===== src/rtl/mmio_io_port.sv =====
// I/O window decoder for the CPU data port: LED and HEX-digit registers, synchronised
// SW, debounced KEY levels and sticky KEY-press event flags.
module mmio_io_port #(
    parameter int DEBOUNCE_CYCLES = 4
) (
    input  logic        clk,
    input  logic        reset,
    input  logic [31:0] addr,
    input  logic [31:0] writedata,
    input  logic        memwrite,
    input  logic [3:0]  writemask,
    input  logic [3:0]  KEY,
    input  logic [9:0]  SW,
    output logic        is_io,
    output logic [31:0] io_readdata,
    output logic [9:0]  LEDR,
    output logic [23:0] hex_digits
);

    localparam int CW = (DEBOUNCE_CYCLES > 1) ? $clog2(DEBOUNCE_CYCLES) : 1;
    localparam logic [CW-1:0] CNT_MAX = CW'(DEBOUNCE_CYCLES - 1);

    logic [3:0]  key_meta_reg, key_sync_reg;
    logic [9:0]  sw_meta_reg, sw_sync_reg;
    logic [3:0]  kst;
    logic [3:0]  key_press;
    logic [3:0]  keyev_reg, keyev_next;
    logic [9:0]  ledr_reg, ledr_next;
    logic [23:0] hex_reg, hex_next;
    logic        wr_en;
    logic        sel_leds, sel_hex, sel_keyev;
    logic        unused_bits;

    assign is_io     = addr[8];
    assign wr_en     = memwrite & addr[8];
    assign sel_leds  = wr_en & addr[2];
    assign sel_hex   = wr_en & addr[3];
    assign sel_keyev = wr_en & addr[6];

    assign unused_bits = ^{addr[31:9], addr[7], addr[1:0], writedata[31:24], writemask[3]};

    always_ff @(posedge clk) begin
        if (reset) begin
            key_meta_reg <= 4'hF;
            key_sync_reg <= 4'hF;
            sw_meta_reg  <= '0;
            sw_sync_reg  <= '0;
        end else begin
            key_meta_reg <= KEY;
            key_sync_reg <= key_meta_reg;
            sw_meta_reg  <= SW;
            sw_sync_reg  <= sw_meta_reg;
        end
    end

    genvar gi;
    generate
        for (gi = 0; gi < 4; gi++) begin : g_debounce
            logic          kst_reg, kst_next, press;
            logic [CW-1:0] cnt_reg, cnt_next;

            always_comb begin
                kst_next = kst_reg;
                cnt_next = cnt_reg;
                press    = 1'b0;
                if (key_sync_reg[gi] == kst_reg) begin
                    cnt_next = '0;
                end else if (cnt_reg == CNT_MAX) begin
                    kst_next = key_sync_reg[gi];
                    cnt_next = '0;
                    // Accepting a low level while the stable level was high is a press.
                    press    = kst_reg;
                end else begin
                    cnt_next = cnt_reg + 1'b1;
                end
            end

            always_ff @(posedge clk) begin
                if (reset) begin
                    kst_reg <= 1'b1;
                    cnt_reg <= '0;
                end else begin
                    kst_reg <= kst_next;
                    cnt_reg <= cnt_next;
                end
            end

            assign kst[gi]       = kst_reg;
            assign key_press[gi] = press;
        end
    endgenerate

    always_comb begin
        ledr_next  = ledr_reg;
        hex_next   = hex_reg;
        keyev_next = keyev_reg;
        if (sel_leds && writemask[0]) ledr_next[7:0] = writedata[7:0];
        if (sel_leds && writemask[1]) ledr_next[9:8] = writedata[9:8];
        for (int n = 0; n < 3; n++) begin
            if (sel_hex && writemask[n]) hex_next[8*n +: 8] = writedata[8*n +: 8];
        end
        if (sel_keyev && writemask[0]) keyev_next = keyev_next & ~writedata[3:0];
        // Set after clear so a press on the same edge as its clear is kept.
        keyev_next = keyev_next | key_press;
    end

    always_ff @(posedge clk) begin
        if (reset) begin
            ledr_reg  <= '0;
            hex_reg   <= '0;
            keyev_reg <= '0;
        end else begin
            ledr_reg  <= ledr_next;
            hex_reg   <= hex_next;
            keyev_reg <= keyev_next;
        end
    end

    always_comb begin
        io_readdata = '0;
        if (addr[8]) begin
            if (addr[4])      io_readdata = {28'b0, kst};
            else if (addr[5]) io_readdata = {22'b0, sw_sync_reg};
            else if (addr[6]) io_readdata = {28'b0, keyev_reg};
            else if (addr[2]) io_readdata = {22'b0, ledr_reg};
            else if (addr[3]) io_readdata = {8'b0, hex_reg};
        end
    end

    assign LEDR       = ledr_reg;
    assign hex_digits = hex_reg;

endmodule

===== config.mk =====
export PLATFORM = sky130hd
export DESIGN_NAME = mmio_io_port
export DESIGN_NICKNAME = d
export VERILOG_FILES = /design/src/rtl/mmio_io_port.sv
export SDC_FILE = /design/constraint.sdc
export NUM_CORES = 1
export LEC_CHECK = 0
export CORE_MARGIN = 10
export CORE_UTILIZATION = 37
export CTS_CLUSTER_DIAMETER = 60
export CTS_CLUSTER_SIZE = 28
export DETAILED_ROUTE_END_ITERATION = 8
export GPL_TIMING_DRIVEN = 1
export PLACE_DENSITY_LB_ADDON = 0.08
export RECOVER_POWER = 50
export SLEW_MARGIN = 20
export SYNTH_ARGS = -nofsm -noshare
export SYNTH_HDL_FRONTEND = slang
export SYNTH_SLANG_ARGS = --single-unit
export TNS_END_PERCENT = 30

===== constraint.sdc =====
create_clock -name clk -period 2 [get_ports clk]
set_clock_uncertainty 0.05 [all_clocks]
set_input_delay 0.5 -clock clk [delete_from_list [all_inputs] [get_ports clk]]
set_output_delay 0.5 -clock clk [all_outputs]
set_load 0.02 [all_outputs]

==> summary.txt <==
Clock tree
  • Clock transition at the registers of the reported paths: 0.07 ns
  • CTS Buf Count: 9
  • Worst skew pair latency: 0.34 ns
  • H-tree Lvls: 3
  • Worst-case clock buffer depth: 2
  • # hold bufs at CTS: 0
  • CTS tree: done
  • CTS root buf: clkbuf_8
  • TritonCTS Sinks: 78

Final layout
  • Final-stage net count: 579
  • Fin area: 4770 um2
  • Area Overhead vs Synth: 51.8%
  • Largest register FFs: 24
  • Layout Cells excl Fill: 600
  • Core Util, Final: 0.578
  • Share of cells above drive strength 1: 0.222
  • Ant diodes: 0

Critical path
  • Critical-path top delay cell: a32o_1
  • Reg-to-reg slack, setup: 0.88 ns
  • Worst Setup EP: io_readdata[0]
  • CP Depth: 7
  • Reg-to-reg critical path endpoint: g_debounce[1].cnt_reg[0]
  • Buf/Inv on CP: 4
  • Worst path arrival time: 1.50 ns
  • Startpoint types: primary input
  • CP Capture Type: output port
  • Critical Path Fanout Max: 7
  • Worst setup path startpoint: addr[5]
  • Crit path required time: 1.45 ns
  • Crit path max-delay family: buffers and inverters
  • Reg2Reg Depth: 3
  • Reg2Reg Launch Point: g_debounce[1].cnt_reg[0]
  • Max stage delay on crit path: 0.18 ns
  • CP dominant cell by count: buf_4
  • CP cell instances: buf_6 > buf_8 > buf_4 > nor2b_1 > nor3_1 > a32o_1 > buf_4
  • WS Path Type: in -> out

Synthesis
  • Mapped cell area: 3150 um2
  • Synthesis-stage register bit count: 78
  • Part of the Yosys area used for sequential elements: 0.496
  • Post-synth cell types: 36
  • Synthesized area per cell: 8.59 um2
  • Async S/R FF share, synth: 0
  • Yosys warnings: 0
  • Syn Inst Count: 366
  • Ys flop type: dfxtp_1
  • Post-synth EDFFs: 0

Placement
  • DP Area: 4430 um2
  • DP Worst Slack: -1.03 ns
  • # port buffers: 108
  • Placer congestion estimate: 0.802
  • HPWL Detailed: 6780 um
  • Cells after DPL: 578

Route
  • DR vias: 2808
  • TritonRoute pass-1 iters: 4
  • Antenna-violating nets left: 0
  • Initial DRC Count: 139
  • Drt drc: 0
  • Post-Route WL: 9100 um
  • Drt wl/cell: 15.2 um
  • Via/cell ratio: 4.68

Timing
  • Final min period: 2.05 ns
  • Worst Setup Slack, final: -0.0470 ns
  • WHS: 0.360 ns
  • Final period util: 1.02
  • Pins Over Slew Limit: 0
  • Final setup violating endpoints: 22
  • Max Freq: 489 MHz
  • Max-slew headroom: 0.322
  • RSZ-0062 raised after global routing: yes
  • Fin. Hold Viols: 0
  • Slew @ Worst Pin: 1.02 ns
  • Setup tns final: -0.582 ns

Flow run
  • Maxcap violations: 0

Global routing
  • First-pass GRT wire length: 14700 um
  • Largest net degree at the start of global routing: 48
  • Total grt overflow: 0
  • Total Routing Usage GR: 0.143
  • Initial antenna violation count: 0
  • Vias in the first global route: 2785

Power
  • Comb power frac: 0.113
  • Total power: 3.34 mW
  • Cell Int Power: 2.60 mW
  • Sw power: 0.740 mW
  • Sw frac: 0.222
  • Clock power frac: 0.403
  • PwrDens: 699 nW/um2
  • Worst vdd ir: 0.480 mV
  • Sequential Power Share: 0.483
  • Leak Pwr: 1.89 nW

Floorplanning
  • DIE HEIGHT: 112 um
  • Row count: 33
  • Core ar.: 8260 um2
  • Full die area: 12600 um2
  • Die span in x: 112 um
  • Ports: 152
  • Initial Util: 0.381

Min path
  • Hold depth: 1
  • Worst hold path type: reg -> reg

Run status
  • Failing checks: setup timing
  • Outcome: finished, violations left
==> cells in the final DEF, fill, tap and decap left out, drive strengths merged, types with 5 or more instances in the layout <==
| cell | netlist | layout |
|---|---|---|
| nor2 | 15 | 15 |
| a21oi | 42 | 42 |
| nor3b | 5 | 5 |
| nand2 | 82 | 82 |
| and2 | 14 | 14 |
| clkdlybuf4s50 | 0 | 74 |
| conb | 1 | 8 |
| or2 | 8 | 8 |
| dfxtp | 78 | 78 |
| inv | 8 | 8 |
| clkbuf | 12 | 15 |
| nand4 | 6 | 6 |
| nor2b | 29 | 29 |
| buf | 18 | 55 |
| a22oi | 6 | 6 |
==> per-layer routing <==
metal | track usage | vias up | share of wire
li1 | - | 1434 | -
met5 | 0 | - | 0
met3 | 0.0463 | 10 | 0.067
met4 | 0.0558 | 0 | 0.018
met1 | 0.178 | 1270 | 0.47
met2 | 0.225 | 94 | 0.45
==> Yosys cell counts (5+ instances only) <==
cell	count	area share
inv_1	8	0.0095
clkbuf_1	12	0.014
or2_2	8	0.016
buf_4	9	0.021
buf_2	6	0.0095
nor2b_1	28	0.056
a21oi_1	42	0.067
a22oi_1	6	0.014
nand4_1	6	0.012
nor3b_1	5	0.012
dfxtp_1	78	0.50
nand2_1	82	0.098
and2_2	11	0.026
nor2_1	15	0.018
==> power groups by stage <==
stage	Combinational [mW]	Clock, mW	Sequential [mW]
finish	0.379	1.35	1.61
global route	0.410	1.45	1.62
CTS	0.385	1.38	1.61
detailed placement	0.364	0	1.65
global placement	0.361	0	1.65
floorplan	0.163	0	1.66
==> final cells by class <==
type / instances / area [um2]
inverters: 8 / 30.0
fillers: 774 / 3480
multi-input cells: 257 / 1490
well taps: 105 / 131
clock inverters: 3 / 65.1
clock buffers: 13 / 169
repair buffers: 136 / 1330
flip-flops and latches: 78 / 1560
==> cell families (layout without fill, tap and decap cells) <==
logic type,after synthesis,count (layout),synth area share
muxes,2,2,0.00636
xor gates and xnor gates,4,4,0.0111
and+or+nand+nor,175,175,0.287
other,1,8,0.00119
DFF,78,78,0.496
adders and majority gates,4,4,0.0159
buffers and inverters,38,160,0.0632
AOI/OAI and AO/OA,64,64,0.119
==> what timing repair did <==
| action | 4_1_cts | 5_1_grt |
|---|---|---|
| gates cloned | 1 | 0 |
| resized for setup | 187 | 6 |
| setup endpoints to repair | 25 | 25 |
| pin swaps | 19 | 1 |
| buffers inserted | 8 | 0 |
==> how the worst min path moves through the flow <==
| stage | from | to | slack (ns) |
|---|---|---|---|
| floorplan | key_meta_reg[0] | key_sync_reg[0] | 0.34 |
| global placement | key_meta_reg[3] | key_sync_reg[3] | 0.34 |
| detailed placement | key_meta_reg[2] | key_sync_reg[2] | 0.34 |
| CTS | key_meta_reg[2] | key_sync_reg[2] | 0.36 |
| global route | key_meta_reg[3] | key_sync_reg[3] | 0.38 |
| finish | key_meta_reg[2] | key_sync_reg[2] | 0.36 |
Note: power is estimated with default switching activity, not from simulation.
